--- config.mk ---
export PLATFORM = sky130hd
export DESIGN_NAME = a_send_arb
export DESIGN_NICKNAME = d
export VERILOG_FILES = /design/src/rtl/a_send_pkg.sv /design/src/rtl/a_rr_pick.sv /design/src/rtl/a_send_arb.sv
export SDC_FILE = /design/constraint.sdc
export NUM_CORES = 1
export LEC_CHECK = 0
export CAP_MARGIN = 20
export CORE_AREA = 2 2 58 60
export DETAILED_ROUTE_END_ITERATION = 16
export DIE_AREA = 0 0 60 62
export PLACE_DENSITY = 0.83
export SYNTH_ARGS = -nofsm -noshare
export SYNTH_HDL_FRONTEND = slang
export SYNTH_SLANG_ARGS = --single-unit
--- constraint.sdc ---
create_clock -name aclk -period 2.5 [get_ports aclk]
set_clock_uncertainty 0.05 [all_clocks]
set_input_delay 0.5 -clock aclk [delete_from_list [all_inputs] [get_ports aclk]]
set_output_delay 0.5 -clock aclk [all_outputs]
set_load 0.05 [all_outputs]
--- src/rtl/a_send_pkg.sv ---
`default_nettype none
// +------------------------------------------------------------------+
// | a_send_pkg : shared types and defaults for the A-side send arbiter |
// | Rev 1.0                                                           |
// +------------------------------------------------------------------+
package a_send_pkg;

  typedef enum logic [1:0] {
    IDLE = 2'd0,
    SEND = 2'd1,
    WAIT = 2'd2
  } arb_state_t;

  localparam int DEF_NREQ   = 4;
  localparam int DEF_DW     = 8;
  localparam int DEF_TO_CYC = 1024;

  function automatic int ptr_w(input int n);
    return (n > 1) ? $clog2(n) : 1;
  endfunction

endpackage
`default_nettype wire

--- src/rtl/a_rr_pick.sv ---
`default_nettype none
// +------------------------------------------------------------------+
// | a_rr_pick : combinational rotate-priority picker                  |
// | Rev 1.0                                                           |
// +------------------------------------------------------------------+
module a_rr_pick #(
  parameter int NREQ = 4,
  parameter int PW   = 2
) (
  input  logic [NREQ-1:0] req,
  input  logic [PW-1:0]   ptr,
  output logic [NREQ-1:0] pick,
  output logic [PW-1:0]   pick_idx,
  output logic            any
);

  // One spare bit so ptr + offset can exceed NREQ-1 before the wrap.
  logic [PW:0] w_sum;

  always_comb begin
    pick     = '0;
    pick_idx = '0;
    any      = 1'b0;
    w_sum    = '0;
    for (int i = 0; i < NREQ; i++) begin
      w_sum = {1'b0, ptr} + (PW+1)'(i);
      if (w_sum >= (PW+1)'(NREQ)) begin
        w_sum = w_sum - (PW+1)'(NREQ);
      end
      if (!any && req[w_sum[PW-1:0]]) begin
        any      = 1'b1;
        pick_idx = w_sum[PW-1:0];
      end
    end
    pick[pick_idx] = any;
  end

endmodule
`default_nettype wire

--- src/rtl/a_send_arb.sv ---
`default_nettype none
// +------------------------------------------------------------------+
// | a_send_arb : round-robin arbiter for the A-domain send channel    |
// | Build option: A_SEND_ARB_TIMEOUT_EN adds a sticky ack timeout.    |
// | Rev 1.0                                                           |
// +------------------------------------------------------------------+
module a_send_arb
  import a_send_pkg::*;
#(
  parameter int NREQ   = DEF_NREQ,
  parameter int DW     = DEF_DW,
  parameter int TO_CYC = DEF_TO_CYC
) (
  input  logic               aclk,
  input  logic               arst,
  input  logic [NREQ-1:0]    req,
  input  logic [NREQ*DW-1:0] req_data,
  output logic [NREQ-1:0]    gnt,
  output logic [NREQ-1:0]    done,
  input  logic               aready,
  output logic               asend,
  output logic [DW-1:0]      adata,
  input  logic               aack,
  output logic               abusy,
  output logic               atimeout
);

  localparam int PW = ptr_w(NREQ);

  arb_state_t      r_state;
  arb_state_t      w_next;
  logic [PW-1:0]   r_ptr;
  logic [PW-1:0]   r_owner;
  logic [DW-1:0]   r_adata;
  logic [NREQ-1:0] r_done;
  logic [NREQ-1:0] w_pick;
  logic [PW-1:0]   w_pick_idx;
  logic            w_any;
  logic [DW-1:0]   w_pick_data;
  logic [NREQ-1:0] w_owner_oh;
  logic            w_arb;

  a_rr_pick #(
    .NREQ (NREQ),
    .PW   (PW)
  ) u_pick (
    .req      (req),
    .ptr      (r_ptr),
    .pick     (w_pick),
    .pick_idx (w_pick_idx),
    .any      (w_any)
  );

  always_comb begin
    w_pick_data = '0;
    for (int i = 0; i < NREQ; i++) begin
      if (w_pick[i]) begin
        w_pick_data = req_data[i*DW +: DW];
      end
    end
  end

  assign w_arb = (r_state == IDLE) && aready && w_any;

  always_ff @(posedge aclk) begin
    if (arst) begin
      r_state <= IDLE;
    end else begin
      r_state <= w_next;
    end
  end

  always_comb begin
    w_next = r_state;
    case (r_state)
      IDLE:    if (w_arb) w_next = SEND;
      SEND:    w_next = WAIT;
      WAIT:    if (aack) w_next = IDLE;
      default: w_next = IDLE;
    endcase
  end

  always_comb begin
    w_owner_oh          = '0;
    w_owner_oh[r_owner] = 1'b1;
    asend = (r_state == SEND);
    abusy = (r_state == SEND) || (r_state == WAIT);
    gnt   = (r_state == SEND) ? w_owner_oh : '0;
  end

  // adata is only reloaded at arbitration, so it stays put from asend through done.
  always_ff @(posedge aclk) begin
    if (arst) begin
      r_ptr   <= '0;
      r_owner <= '0;
      r_adata <= '0;
      r_done  <= '0;
    end else begin
      if (w_arb) begin
        r_adata <= w_pick_data;
        r_owner <= w_pick_idx;
        r_ptr   <= (w_pick_idx == PW'(NREQ-1)) ? '0 : w_pick_idx + PW'(1);
      end
      r_done <= ((r_state == WAIT) && aack) ? w_owner_oh : '0;
    end
  end

  assign adata = r_adata;
  assign done  = r_done;

`ifdef A_SEND_ARB_TIMEOUT_EN
  localparam int CW = $clog2(TO_CYC + 1);

  logic [CW-1:0] r_to_cnt;
  logic          r_timeout;

  // Flag rises on the edge the count reaches TO_CYC; the FSM keeps waiting.
  always_ff @(posedge aclk) begin
    if (arst) begin
      r_to_cnt  <= '0;
      r_timeout <= 1'b0;
    end else if (r_state == SEND) begin
      r_to_cnt <= '0;
    end else if (r_state == WAIT) begin
      if (r_to_cnt != CW'(TO_CYC)) begin
        r_to_cnt <= r_to_cnt + CW'(1);
      end
      if (r_to_cnt == CW'(TO_CYC - 1)) begin
        r_timeout <= 1'b1;
      end
    end
  end

  assign atimeout = r_timeout;
`else
  logic [31:0] unused_to_cyc;
  assign unused_to_cyc = 32'(TO_CYC);
  assign atimeout      = 1'b0;
`endif

endmodule
`default_nettype wire

# After elaboration in Yosys (flattened, before gate mapping)
# Cells that the tools add are included.
# word_totals
ram_bits,0
in_bits,40
regBits,18
latch_bits,0
out_inout_bits,19
word_cells,80
memories,0
romBits,0
# op_classes
div_mod_pow,0
mul,0
reduce_logical,15
bitwise_logic,2
n_mux,33
add_sub_neg,8
n_lt_le_gt_ge,12
shifts,0
n_eq_ne,5
# ops
cell,n
two-way mux 8 bit,4
two-way mux 2 bit,11
less-than comparator 2 x 3 -> 1 bit (second input constant),6
two-way mux 1 bit,10
>= comparator 3 bit (second input constant),3
binary-select mux 1 bit (select 2 bit),4
logical AND 1 bit,8
subtractor 2 x 1 -> 2 bit (second input constant),4
adder 2 x 2 -> 3 bit (second input constant),2
one-hot mux 2 bit (3 select lines),1
AND 4 bit,1
demux 1 bit (select 2 bit),2
equality test 2 bit (second input constant),2
>= comparator 2 x 1 -> 1 bit (second input constant),2
two-way mux 4 bit,1
!= test 2 bit (second input constant),2
adder 2 x 1 -> 3 bit (second input constant),1
>= comparator 2 x 3 -> 1 bit (second input constant),1
zero test 1 bit,3
adder 2 x 1 -> 2 bit (second input constant),1
equality test 2 x 1 -> 1 bit (second input constant),1
zero test 2 bit,1
AND reduction 2 bit,1
OR reduction 2 bit,1
other kinds (2),2

# Logic depth before layout (Yosys ltp)
# depth
word_depth,23
ltp_mapped,10
depth_no_buf,9

# Hierarchy
# From an unflattened synthesis, not the netlist that was laid out.
# hier_totals
hier_cells,158
area_unflattened_um2,1203.7
# modules_own_cells
mod,cells_each,area_each_um2,seq_area_each_um2,n_inst
a_send_arb,126,1021.0,360.3,1
a_rr_pick,32,182.7,0.0,1

# Worst setup path before layout
# Ideal clock, no wire load.
# synth_timing
kind,reg2out
from,register r_state[1]
to,output gnt[0]
path_stages_with_launch,4
n_path_buf,0
arrival_ns,2.144
required_ns,1.950
path_slack_ns,-0.194
cell_sequence,dfxtp_1 > inv_1 > ha_1 > nor3b_1
# synth_via
elab_chain_len,2
# synth_rtl
item,line_no,text
start: declaration,a_send_arb.sv:30,arb_state_t r_state;
start signal: assignment,a_send_arb.sv:69,r_state <= w_next;
equality test 2 x 1 -> 1 bit,--,
via asend,a_send_arb.sv:21,"output logic asend,"
two-way mux 4 bit,a_send_arb.sv:88,gnt = (r_state == SEND) ? w_owner_oh : '0;
end: declaration,a_send_arb.sv:18,"output logic [NREQ-1:0] gnt,"
# The timed path passes the listed nets, and every way through them passes these cells.

# Worst setup path after layout
# layout_timing
from,input req[3]
to,register r_adata[5] (netlist: adata[5])
# layout_via
elab_chain_len,21
word_cells_on_any_way,33
classes_between,order compare (2); mux (22); bitwise (1); reduce/logical (8)
# layout_rtl
item,line_no,text
start: declaration,a_send_arb.sv:16,"input logic [NREQ-1:0] req,"
binary-select mux 1 bit (select 2 bit),a_rr_pick.sv:30,if (!any && req[w_sum[PW-1:0]]) begin
two-way mux 1 bit (implied by the code),a_rr_pick.sv:30,
two-way mux 1 bit,a_rr_pick.sv:30,
zero test 1 bit,a_rr_pick.sv:30,
logical AND 1 bit,a_rr_pick.sv:30,
two-way mux 1 bit,a_rr_pick.sv:30,
zero test 1 bit,a_rr_pick.sv:30,
logical AND 1 bit,a_rr_pick.sv:30,
[... 4 more ...],--,
via u_pick.pick_idx[0],a_rr_pick.sv:13,"output logic [PW-1:0] pick_idx,"
less-than comparator 2 x 3 -> 1 bit (implied by the code) or >= comparator 2 x 1 -> 1 bit (tied branches),a_rr_pick.sv:35,pick[pick_idx] = any;
logical AND 1 bit (implied by the code),a_rr_pick.sv:35,
two-way mux 1 bit (implied by the code),a_rr_pick.sv:35,
demux 1 bit (select 2 bit) (*),--,
AND 4 bit (no line) (*),--,
two-way mux 8 bit (3 in a row),a_send_arb.sv:57,if (w_pick[i]) begin
two-way mux 8 bit (*),a_send_arb.sv:57,
end signal: assignment,a_send_arb.sv:100,r_adata <= w_pick_data;
end: declaration,a_send_arb.sv:34,logic [DW-1:0] r_adata;
# Mark *: on every way through the listed nets, which the timed path passes. The rest lies on a longest branch. The select of a mux whose other input is x is not followed.
# A chain may end at the register's enable or synchronous reset.

==> metrics.cfg <==
[final_layout]
area_delta_synth_final_pct = 64.95
n_antenna_cell = 0
layout.area.seq_um2 = 360.3
final_cell_mix = clkdlybuf4s50_1 (52), nand2_1 (27), dfxtp_1 (18), buf_4 (17), nor2_1 (15)
drive_above_1_share = 0.1818
fin_nets = 259
fillers = 287
mostFrequentLayoutCell = clkdlybuf4s50_1
fin_util = 0.6057
multiInputGateArea_um2 = 772.0

[floorplanning]
num_rows = 21
die_w_um = 60
die_y_um = 62
die_area_um2 = 3720
core_region_area_um2 = 3179
ioPinCount = 59
start_util = 0.3672

[clocking]
holdBufCountCts = 0
cts_buffers = 3
cts_tree = built
clkTransAtPathRegs_ps = 90
clk_latency_ps = 280
htreeDepth = 1
cts_root_buffer = clkbuf_4
clockBufferDepth = 2
clock_sinks = 18

[route]
dr.pass1.iters = 4
drc = 0
wire_per_inst_um = 11.69
drt_iter0_markers = 27
via_per_inst = 4.910
routed-via-count = 1252
wl_um = 2980
antenna_left = 0

[sta]
tns_ps = 0
fin_crit_sh = 0.9724
fmax_mhz = 411.4
whs_ps = 457.3
worst_pin_slew_ps = 612.8
slew_headroom = 0.5880
finalSetupViolations = 0
rsz0062_at_grt = true
slew_violations = 0
hold_viol_final = 0
min_period_ps = 2431
setup_slack_ps = 69.05

[yosys]
avgSynthCellArea_um2 = 8.163
yosys.area_share.simple = 0.2990
synth-edff-count = 0
synth-adder-area-share = 0.08574
synth_compound_area_frac = 0.2101
async_flop_share = 0
muxShareOfSynthArea = 0.01715
synthFlopType = dfxtp_1
syn_area_um2 = 1167
syn_inst = 143
yosysWarnings = 0
synth_top_family_by_area = simple AND/OR/NAND/NOR gates
syn_nets = 191
ys_seq_area_frac = 0.3087
synth.distinct_cells = 37
synth_seq_cells = 18
synth-xor-area-share = 0

[grt]
grt_pass1_wl_um = 4719
grt_util_all_layers = 0.1653
grt_max_degree = 15
antenna_found_initial = 0
gr-total-overflow = 0
grt_pass1_vias = 1135

[placed_design]
hpwl_um = 2403
port_buffers = 57
place_congestion = 0.8434
dp_slack_ps = -322.9

[setup_path]
critPathKind = input pin to flop
cp_cell_sequence = clkdlybuf4s50_1 -> and2b_2 -> o21a_1 -> nor3_2 -> buf_4 -> inv_2 -> ha_4 -> nor3b_4 -> buf_4 -> a221oi_1 -> a211oi_1
crit_path_max_incr_delay_ps = 470
r2r-start = r_ptr[1]
worst_path_most_repeated_cell = buf_4
worstSetupEndpointType = flop
reg2reg_slack_ps = 500
critPathRequiredTime_ps = 2600
reg2reg_to = adata[7]
critPathMaxFanout = 4
reg2regPathDepth = 8
slowest_stage = clkdlybuf4s50_1
startpoint_type = input pin
arrival_ps = 2540

[min_path]
hold_class = flop to flop
holdPathEnd = adata[6]
whs_path_depth = 2
worstHoldStart = adata[6]

[power_and_ir_drop]
peakVddDrop_mv = 0.2810
power.density_nw_per_um2 = 648.6
total_power_w = 0.001249
leakagePower_nw = 0.8089

[outcome]
outcome = complete, no violations

[run]
drv_cap = 0

## metrics by stage
step	instances	area [µm²]
floorplan	143	1172
global placement	249	1826
detailed placement	249	1826
CTS	252	1853
global route	255	1926
finish	255	1926
## critical path: cells and delay by family
family / cells / cell delay (ps)
adders and majority gates: 1 / 160
AOI/OAI and AO/OA: 3 / 510
and+or+nand+nor: 3 / 510
buffers and inverters: 4 / 840
## state kept, by name, indices dropped and copies added, names as in the netlist
name / cells
done: 4
r_ptr: 2
r_state: 2
adata: 8
r_owner: 2
## how the worst max path moves through the flow
stage          slack, ps  depth (start not counted)  startpoint        to
5_1_grt              -40                         11      req[3]  adata[6]
2_1_floorplan        120                          8      req[3]  adata[3]
6_report              70                         11      req[3]  adata[5]
3_3_place_gp        -260                          9      req[2]  adata[4]
3_5_place_dp        -320                         10      req[2]  adata[1]
4_1_cts              0.6                         11      req[0]  adata[4]
## per-layer routing
layer	GRT usage	part of all wire	vias to the layer above
met2	0.2904	0.51	51
met1	0.1980	0.42	558
met3	0.03934	0.055	6
met5	0	0	-
met4	0.05714	0.017	0
li1	-	-	637
## cells by family after synthesis
logic type	Yosys count
flops	18
mux	2
buf+inv	15
fa+ha+maj	8
simple gates	66
other cells	1
compound gates	33
## what timing repair did
action / in CTS / in global routing
setup endpoints to repair: 8 / 10
buffers inserted: 0 / 3
pin swaps: 0 / 3
cloned: 0 / 0
gates resized for setup: 2 / 13
hold endpoints to repair: 0 / 0
## power by group
group / total [W] / internal [W] / switching, W
Combinational: 0.000743 / 0.000322 / 0.000421
Clock: 0.000137 / 0.0000558 / 0.0000816
Sequential: 0.000369 / 0.000332 / 0.0000362
## synth_stat cells (2+ instances only)
library cell,n,area (µm²)
inv_1,5,18.77
mux2i_1,2,20.02
nand3b_1,3,22.52
buf_6,2,22.52
a221oi_1,8,70.07
buf_4,2,15.01
dfxtp_1,18,360.4
nor3_1,3,15.01
a211oi_1,7,52.55
clkbuf_1,5,18.77
nor2_1,15,56.30
o21ai_0,8,40.04
nor2b_1,3,18.77
a21oi_1,3,15.01
ha_1,8,100.1
nand2_1,27,101.4
nor3b_1,4,30.03
## area by class of cell
type | count | share of cell area
multi-input cells | 110 | 0.4009
repair buffers | 73 | 0.3606
flip-flops and latches | 18 | 0.1871
well taps | 46 | 0.02989
clock buffers | 3 | 0.01170
inverters | 5 | 0.009747
No activity file was read; power rests on OpenSTA's default activity.
